[src/rtl/if_fetch_unit.sv]
// Instruction-fetch stage: owns the PC, drives a variable-latency imem request,
// applies branch/jump redirects and feeds IF/ID with instructions or bubbles.
module if_fetch_unit #(
  parameter logic [31:0] RESET_PC = 32'h0000_0000
) (
  input  logic        clk,
  input  logic        rst,
  input  logic        pc_write,
  input  logic        branch_taken,
  input  logic [31:0] branch_target,
  input  logic        jump,
  input  logic [31:0] jump_target,
  output logic        imem_req,
  output logic [31:0] imem_addr,
  input  logic        imem_ready,
  input  logic [31:0] imem_rdata,
  output logic [31:0] inst_out,
  output logic [31:0] pc_plus4,
  output logic        if_id_write,
  output logic        flush
);

  localparam logic [1:0] S_FETCH   = 2'd0;
  localparam logic [1:0] S_HOLD    = 2'd1;
  localparam logic [1:0] S_DISCARD = 2'd2;

  logic [1:0]  r_state;
  logic [31:0] r_pc;
  logic [31:0] r_hold_inst;
  logic [31:0] r_stale_addr;

  logic        w_redirect;
  logic [31:0] w_target;
  logic [31:0] w_addr;
  logic        w_inst_valid;

  assign w_redirect = jump | branch_taken;
  assign w_target   = jump ? jump_target : branch_target;

  // Outputs are gated by rst so IF/ID sees a quiet bubble stream during reset.
  assign w_inst_valid = rst & ~w_redirect &
                        (((r_state == S_FETCH) & imem_ready) | (r_state == S_HOLD));

  assign w_addr      = (r_state == S_DISCARD) ? r_stale_addr : r_pc;
  assign imem_addr   = {w_addr[31:2], 2'b00};
  assign imem_req    = rst & (r_state != S_HOLD);
  assign inst_out    = (r_state == S_HOLD) ? r_hold_inst : imem_rdata;
  assign pc_plus4    = r_pc + 32'd4;
  assign if_id_write = rst & (pc_write | w_redirect);
  assign flush       = ~w_inst_valid;

  always_ff @(posedge clk or negedge rst) begin
    if (!rst) begin
      r_state      <= S_FETCH;
      r_pc         <= RESET_PC;
      r_hold_inst  <= 32'd0;
      r_stale_addr <= 32'd0;
    end else begin
      case (r_state)
        S_FETCH: begin
          if (w_redirect) begin
            r_pc <= w_target;
            // Request cannot be withdrawn: wait out the orphan at its old address.
            if (!imem_ready) begin
              r_stale_addr <= r_pc;
              r_state      <= S_DISCARD;
            end
          end else if (imem_ready) begin
            if (pc_write) begin
              r_pc <= r_pc + 32'd4;
            end else begin
              r_hold_inst <= imem_rdata;
              r_state     <= S_HOLD;
            end
          end
        end
        S_HOLD: begin
          if (w_redirect) begin
            r_pc    <= w_target;
            r_state <= S_FETCH;
          end else if (pc_write) begin
            r_pc    <= r_pc + 32'd4;
            r_state <= S_FETCH;
          end
        end
        S_DISCARD: begin
          if (w_redirect) begin
            r_pc <= w_target;
          end else if (imem_ready) begin
            r_state <= S_FETCH;
          end
        end
        default: r_state <= S_FETCH;
      endcase
    end
  end

endmodule

[config.mk]
export PLATFORM = sky130hd
export DESIGN_NAME = if_fetch_unit
export DESIGN_NICKNAME = d
export VERILOG_FILES = /design/src/rtl/if_fetch_unit.sv
export SDC_FILE = /design/constraint.sdc
export NUM_CORES = 1
export LEC_CHECK = 0
export ABC_AREA = 1
export ABC_CLOCK_PERIOD_IN_PS = 3920
export CORE_UTILIZATION = 50
export DETAILED_ROUTE_END_ITERATION = 6
export PLACE_DENSITY = 0.92
export SLEW_MARGIN = 20
export SYNTH_ARGS = -nofsm -noshare
export SYNTH_HDL_FRONTEND = slang
export SYNTH_SLANG_ARGS = --single-unit
export TNS_END_PERCENT = 20
[constraint.sdc]
create_clock -name clk -period 3.92 [get_ports clk]
set_clock_uncertainty 0.2 [all_clocks]
set_input_delay 0.784 -clock clk [delete_from_list [all_inputs] [get_ports clk]]
set_output_delay 0.784 -clock clk [all_outputs]
set_load 0.01 [all_outputs]
==> out/metrics.csv, run 1 <==
stage;metric;value;unit
status;status;finished clean;
drt;DR vias;6350;
placement;Post-DP HPWL;13100;um
finish;Design Area, Final;8240;um2
grt;antenna violations before repair;0;
worst_setup_path;CP required;2.94;ns
synthesis;syn_area_per_cell;6.93;um2
floorplan;DIE WIDTH;111;um
grt;largest net degree at the start of global routing;69;
worst_setup_path;Setup CP Type;flip-flop to output pin;
timing;Fin. Hold Viols;0;
grt;first-pass GRT wire length;29300;um
floorplan;die height;111;um
timing;# setup viols final;0;
synthesis;sequential element share of the synthesized area;40.7;%
timing;Final WS setup;0.396;ns
worst_setup_path;crit end category;output pin;
synthesis;ys flop type;dfrtp_1;
floorplan;die area;12300;um2
floorplan;total core area;11500;um2
hold_path;Worst Hold Class;primary input to asynchronous set/reset pin;
synthesis;fraction of registers with async set/reset;100;%
finish;diode count;0;
synthesis;Netlist cell types;32;
drt;initial DRC count;605;
pwr;PnR Total Power;5.33;mW
timing;Worst Tran Pin Value;0.864;ns
synthesis;number of synthesized flops with an enable pin;0;
worst_setup_path;crit path from;r_state[0];
placement;IO Port Bufs;198;
worst_setup_path;flop-to-flop setup slack;1.90;ns
pwr;VDD IR max;0.391;mV
worst_setup_path;Worst R2R End;r_pc[25];
placement;final RePlAce weighted congestion;0.937;
synthesis;Ys Warns;0;
worst_setup_path;crit path max fanout;23;
clock_network;Clock Tree Buf Depth;2;
drt;Post-DRT Antenna Nets;0;
clock_network;clock-pin slew on the worst setup and hold paths;0.08;ns
finish;Area Overhead vs Synth;39.4;%
clock_network;# resized after CTS;0;
timing;Period minus WS final;3.52;ns
grt;grt total ovfl;0;
finish;layout cell share with drive strength beyond 1;5.42;%
worst_setup_path;R2R cell count;9;
drt;remaining routing DRC violations;0;
clock_network;hold buffers post-CTS;0;
timing;TNS Setup;0;ns
timing;RSZ-0062 raised after global routing;no;
clock_network;Clock Latency Late Sink;0.35;ns
clock_network;total CTS buffers;9;
timing;Final period util;89.9;%
clock_network;CTS sink cnt;96;
clock_network;CTS H-Tree Depth;3;
drt;wire per inst;15.2;um
worst_setup_path;CP startpoint kind;flip-flop;
placement;Post-Place Cell Area;7940;um2
floorplan;site row count;39;
placement;DP Worst Slack;0.806;ns
worst_setup_path;Critical Path AT;2.54;ns
clock_network;TritonCTS clock tree;built;
drt;drt via density;5.40;
drt;wirelength, routed;17900;um
floorplan;Top Ports;201;
synthesis;Post-Syn Instances;853;
synthesis;Mapped Area;5910;um2
pwr;power density over the cells;646;nW/um2
clock_network;postcts setup bufs;0;
worst_setup_path;RR Startpoint;r_state[1];
timing;Max Freq;284;MHz
drt;First-pass DRT Iterations;7;
grt;Global Route Usage Sum;29.9;%
synthesis;FF+latch count, synth;96;
clock_network;clock root cell;clkbuf_16;
floorplan;starting density of the core;51.5;%
grt;vias in the first global route;6096;
timing;Slew Limit Fails;0;
run;max cap viols;0;
timing;Max-slew headroom;42.4;%
finish;Final nets;1131;
pwr;leak pwr;3.78;nW
[layout make-up]
class	instances	area, um2
fill	876	3230
multi-input combinational	635	3000
sequential	96	2400
timing repair buffer	208	2060
inverter	78	295
clock buffer	9	225
tap	143	179
clock inverter	7	78.8
[kinds of logic after synthesis]
group           after synthesis  synth area share (%)
simple gates                415                  28.4
compound gates              185                  16.6
buf+inv                     123                  8.83
flops                        96                  40.7
mux                          25                  4.23
xor+xnor                      7                  1.04
fa+ha+maj                     1                 0.212
other cells                   1                0.0635
[stage by stage]
stage	utilization [%]	hold WS, ns	cells
3_5_place_dp	69.2	0.274	1160
6_report	71.8	0.0847	1176
2_1_floorplan	-	0.253	854
5_1_grt	71.8	0.0930	1176
3_3_place_gp	69.2	0.266	1160
4_1_cts	71.8	0.0929	1176
[flip-flops by register name (all words and copies together), names as in the netlist]
name and flops:
r_hold_inst 32, r_pc 32, r_stale_addr 30, r_state 2
[placed cells by master, fill, tap and decap left out, drive strengths merged, types with 7 or more instances in the layout]
cell and n:
clkbuf 9, buf 12, a21oi 27, nor2 54, nand2 316, inv 80, clkdlybuf4s50 196, nand3 40
mux2i 25, dfrtp 96, o21ai 151, xor2 7
[synthesized netlist by cell type (3+ instances only)]
library cell	n	share of area, %
clkbuf_1	20	1.3
o21ai_2	10	1.5
buf_2	16	1.4
mux2i_1	25	4.2
buf_4	8	1.0
o21ai_1	31	2.6
o211ai_1	3	0.38
a21oi_1	27	2.3
dfrtp_1	96	41
xor2_1	7	1.0
inv_1	73	4.6
nand3_1	38	3.2
o21ai_0	110	9.3
nand4_1	3	0.32
nand2_1	313	20
nor2_2	5	0.53
inv_2	4	0.25
nor2_1	47	3.0
[power breakdown]
part | internal, mW | switching [mW] | leakage (nW)
clock network | 0.502 | 0.421 | 0.144
logic | 1.19 | 1.42 | 2.45
registers | 1.43 | 0.353 | 1.18
[critical path, stage by stage (launching register included)]
cell and delay [ns]:
dfrtp_1 0.43, inv_2 0.13, nand2_1 0.08, inv_1 0.40, buf_4 0.34, nand2_1 0.08, o21ai_0 0.13, clkdlybuf4s50_1 0.59
[worst max-delay path by stage]
stage | to | slack [ns] | cells past startpoint
detailed placement | flush | 0.81 | 4
global route | imem_addr[24] | 0.22 | 7
CTS | imem_addr[24] | 0.45 | 7
finish | imem_addr[24] | 0.40 | 7
global placement | if_id_write | 0.83 | 6
floorplan | pc_plus4[22] | 1.66 | 7
[per-layer routing]
metal / wire (um) / vias to the layer above / track usage, %
met4: 705 / 0 / 13.8
met3: 1200 / 57 / 5.08
li1: - / 3080 / -
met5: 0 / - / 0
met1: 7310 / 2893 / 37.2
met2: 8680 / 320 / 50.8
Note: power is estimated with default switching activity, not from simulation.
==> run 2, diff against run 1 <==
- CORE_UTILIZATION: 50 -> 51
- CTS_BUF_LIST: not set -> sky130_fd_sc_hd__clkbuf_2 sky130_fd_sc_hd__clkbuf_4 sky130_fd_sc_hd__clkbuf_8
- PLACE_DENSITY: 0.92 -> 0.93
==> run 2 against run 1 <==
Compared with the run above: fmax about the same; clock power down 29%; non-clock buffer count down 1; cell count down 0.34%; via count up 2.2%.
==> out/metrics.csv, run 2 (synthesis gave the netlist of run 1 again) <==
stage;metric;value;unit
clock_network;Clock Tree Buf Depth;2;
worst_setup_path;crit path max fanout;5;
clock_network;hold buffers post-CTS;0;
worst_setup_path;CP max stage delay;0.55;ns
timing;Final period util;89.9;%
floorplan;starting density of the core;53.3;%
floorplan;Top Ports;201;
grt;first-pass GRT wire length;28700;um
grt;largest net degree at the start of global routing;68;
worst_setup_path;Critical Path AT;2.54;ns
timing;Max Freq;284;MHz
floorplan;site row count;38;
worst_setup_path;Setup crit end;pc_plus4[16];
placement;DP Worst Slack;0.823;ns
finish;Final nets;1130;
worst_setup_path;CP startpoint kind;flip-flop;
worst_setup_path;flop-to-flop setup slack;1.74;ns
placement;IO Port Bufs;198;
finish;Area Overhead vs Synth;37.5;%
pwr;PnR Total Power;5.10;mW
grt;vias in the first global route;6204;
timing;RSZ-0062 raised after global routing;no;
drt;First-pass DRT Iterations;5;
timing;Max-slew headroom;45.6;%
finish;filler cell count;840;
drt;wirelength, routed;18000;um
drt;wire per inst;15.3;um
timing;Period minus WS final;3.52;ns
pwr;register share of total power;35.2;%
floorplan;DIE WIDTH;110;um
timing;TNS Setup;0;ns
pwr;switch share;43.6;%
grt;grt total ovfl;0;
worst_setup_path;Crit path depth;6;
worst_setup_path;crit path from;r_pc[3];
clock_network;postcts setup bufs;0;
worst_setup_path;critical path's top delay family;simple AND/OR/NAND/NOR gates;
pwr;NetSw;2.23;mW
drt;Post-DRT Antenna Nets;0;
floorplan;die area;12000;um2
pwr;power density over the cells;628;nW/um2
worst_setup_path;Bufs and invs on worst path;1;
timing;Final WS setup;0.398;ns
placement;final RePlAce weighted congestion;0.931;
worst_setup_path;Worst R2R End;r_hold_inst[29];
clock_network;CTS H-Tree Depth;3;
drt;remaining routing DRC violations;0;
worst_setup_path;CP required;2.94;ns
grt;Global Route Usage Sum;30.9;%
run;max cap viols;0;
finish;diode count;0;
clock_network;clock root cell;clkbuf_8;
timing;Fin. Hold Viols;0;
clock_network;# resized after CTS;0;
worst_setup_path;RR Startpoint;r_state[1];
placement;Post-DP HPWL;13200;um
finish;commonest non-fill, non-tap cell in the layout;nand2_1;
timing;# setup viols final;0;
finish;utilization after layout;73.3;%
worst_setup_path;crit-path cells;ha_1 > nand3_2 > nor2_1 > nand4_1 > nand2_1 > clkdlybuf4s50_1;
clock_network;CTS sink cnt;96;
timing;Worst Tran Pin Value;0.816;ns
clock_network;Clock Latency Late Sink;0.37;ns
timing;Slew Limit Fails;0;
pwr;Comb pwr share;52.0;%
drt;initial DRC count;546;
drt;drt via density;5.54;
clock_network;TritonCTS clock tree;built;
finish;layout cell share with drive strength beyond 1;5.33;%
worst_setup_path;Setup CP Type;flip-flop to output pin;
floorplan;die height;110;um
clock_network;clock-pin slew on the worst setup and hold paths;0.11;ns
pwr;clock share of power;12.8;%
worst_setup_path;R2R cell count;5;
finish;commonest cells after routing, fill and taps aside;313 x nand2_1, 196 x clkdlybuf4s50_1, 110 x o21ai_0, 96 x dfrtp_1, 73 x inv_1;
clock_network;total CTS buffers;9;
status;status;finished clean;
drt;DR vias;6492;
pwr;VDD IR max;0.479;mV
worst_setup_path;CP max stage cell;clkdlybuf4s50_1;
grt;antenna violations before repair;0;
pwr;Cell Int Power;2.88;mW
pwr;leak pwr;3.73;nW
floorplan;total core area;11100;um2
worst_setup_path;crit end category;output pin;
finish;top flop regs;r_hold_inst x32, r_pc x32, r_stale_addr x30;
hold_path;Worst Hold Class;primary input to asynchronous set/reset pin;
[run 2: area by class of cell]
type	count	area (um2)	share of cell area (%)
clock buffer	9	124	1.52
clock inverter	7	75.1	0.924
sequential	96	2400	29.6
multi-input combinational	635	3000	36.9
tap	140	175	2.16
timing repair buffer	207	2050	25.3
inverter	78	295	3.64
[run 2: metrics by stage]
stage / instance area (um2) / hold WS (ns) / std cells
floorplan: 5910 / 0.253 / 854
global placement: 7920 / 0.266 / 1156
detailed placement: 7920 / 0.274 / 1156
CTS: 8120 / 0.148 / 1172
global route: 8120 / 0.160 / 1172
finish: 8120 / 0.136 / 1172
[run 2: layer usage]
metal	GRT usage [%]	vias to the layer above	part of all wire (%)
met5	0	-	0
met4	18.4	0	5.2
met3	4.51	78	7.4
met2	51.1	343	48
met1	38.5	2990	40
li1	-	3081	-
[run 2: worst min path at each step]
stage	start	end	cells past startpoint	slack, ns
floorplan	r_hold_inst[21]	r_hold_inst[21]	2	0.25
global placement	r_stale_addr[16]	r_stale_addr[16]	2	0.27
detailed placement	r_stale_addr[11]	r_stale_addr[11]	2	0.27
CTS	rst	r_stale_addr[2]	1	0.15
global route	rst	r_stale_addr[2]	1	0.16
finish	rst	r_stale_addr[2]	1	0.14
[run 2: power by group through the flow]
stage | logic [mW] | registers [mW] | clock network, mW
floorplan | 1.40 | 1.69 | 0
global placement | 2.53 | 1.75 | 0
detailed placement | 2.61 | 1.78 | 0
CTS | 2.64 | 1.77 | 0.654
global route | 2.91 | 1.84 | 0.690
finish | 2.65 | 1.79 | 0.654
==> run 3, diff against run 2 <==
- SETUP_SLACK_MARGIN: not set -> 0.15
==> results of run 3 <==
Final layout, timing and power as in run 2 (identical DEF).
